`src/rtl/wb_stage_pkg.sv`:
```
// +--------------------------------------------------------------------+
// | cpu_defs : shared load-kind encoding and reset PC for the core.    |
// | Rev 1.0                                                            |
// +--------------------------------------------------------------------+
`default_nettype none

package cpu_defs;

  typedef enum logic [2:0] {
    LD_NONE = 3'd0,
    LB      = 3'd1,
    LBU     = 3'd2,
    LH      = 3'd3,
    LHU     = 3'd4,
    LW      = 3'd5,
    LWL     = 3'd6,
    LWR     = 3'd7
  } load_op_e;

  localparam logic [31:0] RESET_PC = 32'hBFC0_0000;

endpackage

`default_nettype wire

```
`src/rtl/wb_stage_if.sv`:
```
// +--------------------------------------------------------------------+
// | wb_stage_if : MEM->WB handshake, data-SRAM response, commit bus.   |
// | Rev 1.0                                                            |
// +--------------------------------------------------------------------+
`default_nettype none

interface wb_stage_if;
  import cpu_defs::*;

  logic        ms_to_ws_valid;
  logic        ws_allowin;
  logic [31:0] ms_pc;
  logic        ms_wen;
  logic [4:0]  ms_waddr;
  logic [31:0] ms_result;
  load_op_e    ms_load_op;
  logic [1:0]  ms_addr_lo;
  logic [31:0] ms_rt_old;
  logic [31:0] data_rdata;
  logic        data_ok;
  logic        ws_flush;
  logic        rf_wen;
  logic [4:0]  rf_waddr;
  logic [31:0] rf_wdata;
  logic [31:0] wb_pc;
  logic        fwd_valid;
  logic [4:0]  fwd_addr;
  logic        fwd_data_ok;
  logic [31:0] retire_cnt;

  modport slave (
    input  ms_to_ws_valid, ms_pc, ms_wen, ms_waddr, ms_result, ms_load_op,
           ms_addr_lo, ms_rt_old, data_rdata, data_ok, ws_flush,
    output ws_allowin, rf_wen, rf_waddr, rf_wdata, wb_pc,
           fwd_valid, fwd_addr, fwd_data_ok, retire_cnt
  );

  modport master (
    output ms_to_ws_valid, ms_pc, ms_wen, ms_waddr, ms_result, ms_load_op,
           ms_addr_lo, ms_rt_old, data_rdata, data_ok, ws_flush,
    input  ws_allowin, rf_wen, rf_waddr, rf_wdata, wb_pc,
           fwd_valid, fwd_addr, fwd_data_ok, retire_cnt
  );

endinterface

`default_nettype wire

```
`src/rtl/wb_stage_load_align.sv`:
```
// +--------------------------------------------------------------------+
// | load_align : little-endian load extraction and LWL/LWR merge.      |
// | Rev 1.0                                                            |
// +--------------------------------------------------------------------+
`default_nettype none

module load_align
  import cpu_defs::*;
(
  input  load_op_e    i_load_op,
  input  logic [1:0]  i_addr_lo,
  input  logic [31:0] i_rdata,
  input  logic [31:0] i_rt_old,
  output logic [31:0] o_value
);

  logic [7:0]  w_byte;
  logic [15:0] w_half;

  always_comb begin
    w_byte = i_rdata[7:0];
    case (i_addr_lo)
      2'd0:    w_byte = i_rdata[7:0];
      2'd1:    w_byte = i_rdata[15:8];
      2'd2:    w_byte = i_rdata[23:16];
      default: w_byte = i_rdata[31:24];
    endcase
    // Halfword alignment faults are raised upstream, so only bit 1 matters.
    w_half = i_addr_lo[1] ? i_rdata[31:16] : i_rdata[15:0];
  end

  always_comb begin
    o_value = i_rdata;
    case (i_load_op)
      LB:  o_value = {{24{w_byte[7]}}, w_byte};
      LBU: o_value = {24'h0, w_byte};
      LH:  o_value = {{16{w_half[15]}}, w_half};
      LHU: o_value = {16'h0, w_half};
      LWL: begin
        case (i_addr_lo)
          2'd0:    o_value = {i_rdata[7:0],  i_rt_old[23:0]};
          2'd1:    o_value = {i_rdata[15:0], i_rt_old[15:0]};
          2'd2:    o_value = {i_rdata[23:0], i_rt_old[7:0]};
          default: o_value = i_rdata;
        endcase
      end
      LWR: begin
        case (i_addr_lo)
          2'd0:    o_value = i_rdata;
          2'd1:    o_value = {i_rt_old[31:24], i_rdata[31:8]};
          2'd2:    o_value = {i_rt_old[31:16], i_rdata[31:16]};
          default: o_value = {i_rt_old[31:8],  i_rdata[31:24]};
        endcase
      end
      default: o_value = i_rdata;
    endcase
  end

endmodule

`default_nettype wire

```
`src/rtl/wb_stage.sv`:
```
// +--------------------------------------------------------------------+
// | wb_stage : writeback stage; latches MEM result, waits for load     |
// | data, aligns it and drives the regfile write port. Rev 1.0         |
// +--------------------------------------------------------------------+
`default_nettype none

module wb_stage #(
  parameter logic [31:0] RESET_PC = cpu_defs::RESET_PC
) (
  input  logic        clk,
  input  logic        reset,
  wb_stage_if.slave   bus
);

  logic               r_ws_valid;
  logic [31:0]        r_pc;
  logic               r_wen;
  logic [4:0]         r_waddr;
  logic [31:0]        r_result;
  cpu_defs::load_op_e r_load_op;
  logic [1:0]         r_addr_lo;
  logic [31:0]        r_rt_old;
  logic [31:0]        r_retire_cnt;

  logic        w_is_load;
  logic        w_ready_go;
  logic        w_allowin;
  logic        w_retire;
  logic        w_capture;
  logic        w_has_dest;
  logic [31:0] w_load_value;

  assign w_is_load  = (r_load_op != cpu_defs::LD_NONE);
  assign w_ready_go = ~w_is_load | bus.data_ok;
  assign w_allowin  = ~r_ws_valid | w_ready_go;
  assign w_retire   = r_ws_valid & w_ready_go & ~bus.ws_flush;
  assign w_capture  = w_allowin & ~bus.ws_flush & bus.ms_to_ws_valid;
  assign w_has_dest = r_wen & (r_waddr != 5'd0);

  always_ff @(posedge clk) begin
    if (reset) begin
      r_ws_valid   <= 1'b0;
      r_pc         <= RESET_PC;
      r_wen        <= 1'b0;
      r_waddr      <= 5'd0;
      r_result     <= 32'd0;
      r_load_op    <= cpu_defs::LD_NONE;
      r_addr_lo    <= 2'd0;
      r_rt_old     <= 32'd0;
      r_retire_cnt <= 32'd0;
    end else begin
      if (bus.ws_flush) begin
        r_ws_valid <= 1'b0;
      end else if (w_allowin) begin
        r_ws_valid <= bus.ms_to_ws_valid;
      end
      if (w_capture) begin
        r_pc      <= bus.ms_pc;
        r_wen     <= bus.ms_wen;
        r_waddr   <= bus.ms_waddr;
        r_result  <= bus.ms_result;
        r_load_op <= bus.ms_load_op;
        r_addr_lo <= bus.ms_addr_lo;
        r_rt_old  <= bus.ms_rt_old;
      end
      if (w_retire) begin
        r_retire_cnt <= r_retire_cnt + 32'd1;
      end
    end
  end

  load_align u_load_align (
    .i_load_op (r_load_op),
    .i_addr_lo (r_addr_lo),
    .i_rdata   (bus.data_rdata),
    .i_rt_old  (r_rt_old),
    .o_value   (w_load_value)
  );

  assign bus.ws_allowin  = w_allowin;
  assign bus.rf_wen      = w_retire & w_has_dest;
  assign bus.rf_waddr    = r_waddr;
  assign bus.rf_wdata    = w_is_load ? w_load_value : r_result;
  assign bus.wb_pc       = r_pc;
  assign bus.fwd_valid   = r_ws_valid & w_has_dest;
  assign bus.fwd_addr    = r_waddr;
  assign bus.fwd_data_ok = w_ready_go;
  assign bus.retire_cnt  = r_retire_cnt;

endmodule

`default_nettype wire

```
`src/flat_wrapper.sv`:
```
// flat-port wrapper written by rule: the top's interface ports become plain ports
module wb_stage_flat 
#(
  parameter logic [31:0] RESET_PC = cpu_defs::RESET_PC
)
  (clk, reset, bus_ms_to_ws_valid, bus_ms_pc, bus_ms_wen, bus_ms_waddr, bus_ms_result, bus_ms_load_op, bus_ms_addr_lo, bus_ms_rt_old, bus_data_rdata, bus_data_ok, bus_ws_flush, bus_ws_allowin, bus_rf_wen, bus_rf_waddr, bus_rf_wdata, bus_wb_pc, bus_fwd_valid, bus_fwd_addr, bus_fwd_data_ok, bus_retire_cnt);
  wb_stage_if bus_i ();
  input  logic clk;
  input  logic reset;
  input wire logic [$bits(bus_i.ms_to_ws_valid)-1:0] bus_ms_to_ws_valid;
  input wire logic [$bits(bus_i.ms_pc)-1:0] bus_ms_pc;
  input wire logic [$bits(bus_i.ms_wen)-1:0] bus_ms_wen;
  input wire logic [$bits(bus_i.ms_waddr)-1:0] bus_ms_waddr;
  input wire logic [$bits(bus_i.ms_result)-1:0] bus_ms_result;
  input wire logic [$bits(bus_i.ms_load_op)-1:0] bus_ms_load_op;
  input wire logic [$bits(bus_i.ms_addr_lo)-1:0] bus_ms_addr_lo;
  input wire logic [$bits(bus_i.ms_rt_old)-1:0] bus_ms_rt_old;
  input wire logic [$bits(bus_i.data_rdata)-1:0] bus_data_rdata;
  input wire logic [$bits(bus_i.data_ok)-1:0] bus_data_ok;
  input wire logic [$bits(bus_i.ws_flush)-1:0] bus_ws_flush;
  output wire logic [$bits(bus_i.ws_allowin)-1:0] bus_ws_allowin;
  output wire logic [$bits(bus_i.rf_wen)-1:0] bus_rf_wen;
  output wire logic [$bits(bus_i.rf_waddr)-1:0] bus_rf_waddr;
  output wire logic [$bits(bus_i.rf_wdata)-1:0] bus_rf_wdata;
  output wire logic [$bits(bus_i.wb_pc)-1:0] bus_wb_pc;
  output wire logic [$bits(bus_i.fwd_valid)-1:0] bus_fwd_valid;
  output wire logic [$bits(bus_i.fwd_addr)-1:0] bus_fwd_addr;
  output wire logic [$bits(bus_i.fwd_data_ok)-1:0] bus_fwd_data_ok;
  output wire logic [$bits(bus_i.retire_cnt)-1:0] bus_retire_cnt;
  assign bus_i.ms_to_ws_valid = bus_ms_to_ws_valid;
  assign bus_i.ms_pc = bus_ms_pc;
  assign bus_i.ms_wen = bus_ms_wen;
  assign bus_i.ms_waddr = bus_ms_waddr;
  assign bus_i.ms_result = bus_ms_result;
  assign bus_i.ms_load_op = bus_ms_load_op;
  assign bus_i.ms_addr_lo = bus_ms_addr_lo;
  assign bus_i.ms_rt_old = bus_ms_rt_old;
  assign bus_i.data_rdata = bus_data_rdata;
  assign bus_i.data_ok = bus_data_ok;
  assign bus_i.ws_flush = bus_ws_flush;
  assign bus_ws_allowin = bus_i.ws_allowin;
  assign bus_rf_wen = bus_i.rf_wen;
  assign bus_rf_waddr = bus_i.rf_waddr;
  assign bus_rf_wdata = bus_i.rf_wdata;
  assign bus_wb_pc = bus_i.wb_pc;
  assign bus_fwd_valid = bus_i.fwd_valid;
  assign bus_fwd_addr = bus_i.fwd_addr;
  assign bus_fwd_data_ok = bus_i.fwd_data_ok;
  assign bus_retire_cnt = bus_i.retire_cnt;
  wb_stage #(.RESET_PC(RESET_PC)) u_core (.clk(clk), .reset(reset), .bus(bus_i));
endmodule
```
`config.mk`:
```
export PLATFORM = sky130hd
export DESIGN_NAME = wb_stage_flat
export DESIGN_NICKNAME = d
export VERILOG_FILES = /design/src/rtl/wb_stage_pkg.sv /design/src/rtl/wb_stage_if.sv /design/src/rtl/wb_stage_load_align.sv /design/src/rtl/wb_stage.sv /design/src/flat_wrapper.sv
export SDC_FILE = /design/constraint.sdc
export NUM_CORES = 1
export LEC_CHECK = 0
export BUFFER_PORTS_ARGS = -buffer_cell sky130_fd_sc_hd__buf_2
export CORE_AREA = 5 5 174 142
export CTS_BUF_LIST = sky130_fd_sc_hd__clkbuf_8 sky130_fd_sc_hd__clkbuf_16
export CTS_CLUSTER_DIAMETER = 200
export DETAILED_ROUTE_END_ITERATION = 8
export DIE_AREA = 0 0 179 147
export PLACE_DENSITY = 0.65
export SETUP_SLACK_MARGIN = 0.1
export SLEW_MARGIN = 20
export SYNTH_ARGS = -nofsm -noshare
export SYNTH_HDL_FRONTEND = slang
export SYNTH_SLANG_ARGS = --single-unit
```
`constraint.sdc`:
```
create_clock -name clk -period 1.88 [get_ports clk]
set_input_delay 0.282 -clock clk [delete_from_list [all_inputs] [get_ports clk]]
set_output_delay 0.282 -clock clk [all_outputs]
set_load 0.005 [all_outputs]
```
# Word level (Yosys, flattened, before mapping)
# Cells that the tools add are included.
[word_totals] output_inout_bits=110 regBits=140 word_cells=40 in_bits=144
[op_classes] n_mux=6 add_sub_neg=1 bitwise_logic=12 n_eq_ne=8 n_reduce_logical=4
[op_table] op="32-bit one-hot mux with 3 select lines" n=2
[op_table] op="32-bit one-hot mux with 6 select lines" n=1
[op_table] op="32-bit by 1-bit adder with 32-bit output (second input constant)" n=1
[op_table] op="32-bit two-way mux" n=1
[op_table] op="8-bit one-hot mux with 3 select lines" n=1
[op_table] op="16-bit two-way mux" n=1
[op_table] op="3-bit == test (second input constant)" n=3
[op_table] op="1-bit AND" n=7
[op_table] op="3-bit by 2-bit == test with 1-bit output (second input constant)" n=2
[op_table] op="5-bit nonzero test" n=1
[op_table] op="3-bit by 1-bit == test with 1-bit output (second input constant)" n=1
[op_table] op="1-bit NOT" n=3
[op_table] op="3-bit nonzero test" n=1
[op_table] op="2-bit by 1-bit == test with 1-bit output (second input constant)" n=1
[op_table] op="2-bit == test (second input constant)" n=1
[op_table] op="2-bit zero test" n=1
[op_table] op="1-bit bitwise OR" n=2
[op_table] op="2-bit OR reduction" n=1

# Depth between registers and ports, before layout
[logic_depth] ltp_word=6 mapped_depth=8 ltp_nobuf=5

# Cells and area by module
# From an unflattened synthesis, not the netlist that was laid out.
[hier_totals] cells_unflattened=849 hier_area_um2=8069.0
[modules_own_cells] module="wb_stage" area_per_inst_um2=5915.7 cells_per_inst=598 n_inst=1 seq_area_each_um2=2802.7
[modules_own_cells] module="load_align" area_per_inst_um2=2153.3 cells_per_inst=251 n_inst=1 seq_area_each_um2=0.0

# Worst setup path after synthesis
# OpenSTA, ideal clock, no wires.
[synth_timing] path_type="register to output" from="register u_core.r_addr_lo[1]" to="output bus_rf_wdata[21]" path_slack_ns=0.002 t_arrival_ns=1.596 path_buffers=2 stages_incl_launch_ff=7 path_cell_list="dfxtp_1 > buf_2 > mux4_2 > nor2_1 > o32a_1 > buf_2 > a21oi_1"
[synth_between] elab_chain_len=4 elab_cells_between_ends=9
[synth_rtl] element="from (decl)" line_no="wb_stage.sv:21" text="logic [1:0] r_addr_lo;"
[synth_rtl] element="from (signal assigned)" line_no="wb_stage.sv:63" text="r_addr_lo <= bus.ms_addr_lo;"
[synth_rtl] element="2-bit == test (tied with other cells)" line_no="wb_stage_load_align.sv:22, wb_stage_load_align.sv:40, wb_stage_load_align.sv:48"
[synth_rtl] element="32-bit one-hot mux with 3 select lines (tied with other cells)" line_no="wb_stage_load_align.sv:48" text="case (i_addr_lo)"
[synth_rtl] element="32-bit one-hot mux with 6 select lines *" line_no="wb_stage_load_align.sv:34" text="case (i_load_op)"
[synth_rtl] element="32-bit two-way mux *" line_no="wb_stage.sv:83" text="assign bus.rf_wdata = w_is_load ? w_load_value : r_result;"
[synth_rtl] element="to (decl)" line_no="flat_wrapper.sv:24" text="output wire logic [$bits(bus_i.rf_wdata)-1:0] bus_rf_wdata;"
# Mark *: on every way between the ends. The rest lies on a longest branch, timed or not.

# Worst setup path after layout
[layout_timing] from="register u_core.r_load_op[0]" to="output bus_rf_wdata[30]"
[layout_between] elab_chain_len=3 elab_cells_between_ends=9
[layout_rtl] element="from (decl)" line_no="wb_stage.sv:20" text="cpu_defs::load_op_e r_load_op;"
[layout_rtl] element="from (signal assigned)" line_no="wb_stage.sv:47" text="r_load_op <= cpu_defs::LD_NONE;"
[layout_rtl] element="from (signal assigned)" line_no="wb_stage.sv:62" text="r_load_op <= bus.ms_load_op;"
[layout_rtl] element="3-bit == test (tied with other cells)" line_no="wb_stage_load_align.sv:34"
[layout_rtl] element="32-bit one-hot mux with 6 select lines" line_no="wb_stage_load_align.sv:34"
[layout_rtl] element="32-bit two-way mux *" line_no="wb_stage.sv:83"
# Marks and branches as above.

==> out/metrics.cfg <==
[timing]
maxSlewHeadroom_pct = 60.49
max_freq_mhz = 415.5
setup_viol = 163
drv_slew = 0
period_needed_ns = 2.407
fin_crit_sh_pct = 128.0
clock_skew_ns = 0.01638
worst_pin_slew_ns = 0.5926
final.setup.worst_slack_ns = -0.5267
hold_violations = 0
rsz0062_at_grt = true

[layout]
fin_cells = 1584
final_cell_mix = 249 x buf_2, 138 x nor2_1, 127 x dfxtp_1
layout-drive-gt1-share_pct = 50.28
area_delta_synth_final_pct = 60.72
nNetsFinal = 1403
final_common_cell = buf_2
final_util_pct = 54.99

[routing]
drt_iter0_markers = 849
wl_per_cell_um = 21.03
drc = 0
drt-total-wl_um = 33310
vias_per_cell = 5.609
via_count = 8885
antenna_left = 0
highest_layer = met5
met1_length_um = 14440
route.met3.wl_um = 3554
wl_met2_um = 14380
first_pass_iters = 5

[clock_tree]
cts_tree = built
clk_pin_slew_ns = 0.07
clock_sinks = 140
clk_path_buf_depth = 2
hold_buffers = 0
clk_latency_ns = 0.42
cts_made_buffers = 17
cts-root-buf = clkbuf_16
cts-htree-levels = 4

[synth]
synthFlopType = dfxtp_1
syn_inst = 884
synth_seq_cells = 140
syn-cell-area_mm2 = 0.007855
syn-num-nets = 1029
ys_seq_area_share_pct = 35.68
yosysUniqueCellTypes = 53
ys_warn_count = 0
synth_edf_count = 0
avgSynthCellArea_um2 = 8.886
synthArstFlopShare_pct = 0

[floorplanning]
die_x_um = 179
die_h_um = 147
rows = 50
core_mm2 = 0.02296
die-area_mm2 = 0.02631
initial_core_util_pct = 34.21
io_pins = 254

[outcome]
violations = setup timing
status = finished, violations left

[hold_path]
min-delay-start = bus_ms_pc[22]
hold_path_class = in -> reg
whs_path_depth = 2
hold_path_end = u_core.bus.wb_pc[22]

[worst_setup_path]
cp.arrival_ns = 2.12
rr_worst_depth = 10
crit_start = u_core.r_load_op[0]
rr_endpoint = u_core.bus.retire_cnt[25]
setup.worst_path.end_class = output port
required_ns = 1.60
regToRegStartpoint = u_core.r_load_op[2]
crit_family = compound AO/OA/AOI/OAI gates
cpPeakStageDelay_ns = 0.40
critical_path_class = reg -> out
crit_chain = buf_6 -> buf_4 -> or2_2 -> o22ai_1 -> a211o_1 -> a21oi_2 -> buf_2
cpMaxStageDelayCell = or2_2
cp_max_fo = 7
worst-path-buf-inv = 3
reg2reg_slack_ns = -0.25
start_kind = flop

[power_and_ir_drop]
peakVddDrop_mv = 0.5418
p_seq_share_pct = 36.3
pwr-share-comb_pct = 24.2
swShare_pct = 29.96
powerDensity_mw_per_mm2 = 693.1
power.leakage_uw = 0.005454
switchingPower_uw = 2621
power_uw = 8751
internal-power_uw = 6129
clockPowerShare_pct = 39.6

[grt]
antenna_found_initial = 4
grt_max_degree = 47
grt_remaining_overflow = 0
grt_pass1_vias = 8363
grt_pass1_wl_um = 48110
track_usage_pct = 23.31

[placed_design]
finalWeightedCongestion = 0.9083
dp.cells = 1483
pre_cts_ws_ns = -0.1877
dpl.hpwl_um = 21630
io_buffers = 253

[flow_run]
cap_violations = 0

-- timing repair --
action | in CTS | in global routing
buffers inserted | 26 | 25
pin swaps | 18 | 52
gates cloned | 13 | 5
hold endpoints to repair | 0 | 0
setup endpoints to repair | 157 | 166
resized for setup | 139 | 117
-- Yosys cell counts (7+ instances only) --
master / n / area share [%]
mux4_2: 9 / 2.6
mux2_2: 21 / 3.0
o22ai_1: 32 / 2.5
buf_4: 7 / 0.67
nor2_1: 143 / 6.8
a211o_1: 24 / 2.7
o21ai_0: 31 / 2.0
o2bb2ai_1: 7 / 0.78
a22oi_1: 16 / 1.5
or3_1: 12 / 0.96
nand3_1: 17 / 1.1
a211oi_1: 9 / 0.86
inv_1: 9 / 0.43
dfxtp_1: 140 / 36
o31ai_1: 11 / 1.1
o22a_1: 9 / 1.0
buf_2: 14 / 0.89
or4_1: 12 / 1.1
clkbuf_1: 43 / 2.1
a31oi_1: 9 / 0.72
nor2b_1: 15 / 1.2
a221oi_1: 8 / 0.89
nand2_1: 22 / 1.1
mux2i_1: 131 / 17
nand4_1: 7 / 0.56
a21o_1: 8 / 0.76
buf_6: 11 / 1.6
a21oi_1: 55 / 3.5
-- layout make-up --
cell class	instances	area, um^2
clock inverters	15	160.2
flip-flops and latches	140	2831
clock buffers	17	425.4
multi-input cells	660	5460
well taps	312	390.4
fillers	1991	10330
inverters	9	33.78
diodes	1	2.502
repair buffers	430	3321
-- routing by layer --
| metal | track usage [%] | up-vias |
|---|---|---|
| li1 | - | 4040 |
| met1 | 32.57 | 4232 |
| met2 | 34.45 | 532 |
| met3 | 7.358 | 75 |
| met4 | 6.751 | 6 |
| met5 | 0 | - |
-- logic make-up after synthesis --
logic type	after synthesis	synth area share, %
buffers and inverters	86	5.718
multiplexers	161	22.28
flip-flops	140	35.68
AO/OA/AOI/OAI	230	19.67
AND/OR/NAND/NOR	260	15.82
XOR/XNOR	6	0.6691
adder cells (fa/ha/maj)	1	0.1593
-- sequential cells by signal, indices dropped and copies added, names as in the netlist --
register and flops:
u_core.r_load_op 3, u_core.bus.fwd_addr 5, u_core.r_wen 1, u_core.r_ws_valid 1, u_core.r_rt_old 32, u_core.bus.wb_pc 32, u_core.bus.retire_cnt 32, u_core.r_result 32
u_core.r_addr_lo 2
-- per-stage QoR --
step                      hold WS (ns)  TNS, ns  instance area, um^2
final                          0.05900   -33.72                12620
after global routing           0.04028   -44.67                12620
after CTS                      0.04619   -19.12                11810
after detailed placement        0.4756   -2.348                10100
after global placement          0.4659   -2.129                10100
after floorplan                 0.3548        0                 7890
-- power by group through the flow --
stage	Clock [uW]	Sequential, uW	Combinational, uW
final	3460	3170	2110
after global routing	3650	3180	2220
after CTS	3500	3170	1870
after detailed placement	0	3230	1540
after global placement	0	3230	1520
after floorplan	0	3210	855
-- worst max path at each step --
stage                        to  depth (start not counted)  slack, ns
6_report       bus_rf_wdata[30]                          7      -0.53
5_1_grt        bus_rf_wdata[15]                          8      -0.58
4_1_cts        bus_rf_wdata[13]                          6      -0.48
3_5_place_dp    bus_rf_wdata[7]                          7      -0.19
3_3_place_gp    bus_rf_wdata[7]                          7      -0.19
2_1_floorplan  bus_rf_wdata[24]                          6       0.08
-- worst register-to-register path, cell delays in order, from the launching register on --
cell and delay (ns):
dfxtp_4 0.37, clkbuf_16 0.15, buf_6 0.12, nor3_4 0.17
buf_6 0.15, buf_6 0.10, buf_6 0.09, o211ai_4 0.12
buf_6 0.17, or4_4 0.48, a21oi_2 0.15
(Power assumes the default switching activity.)
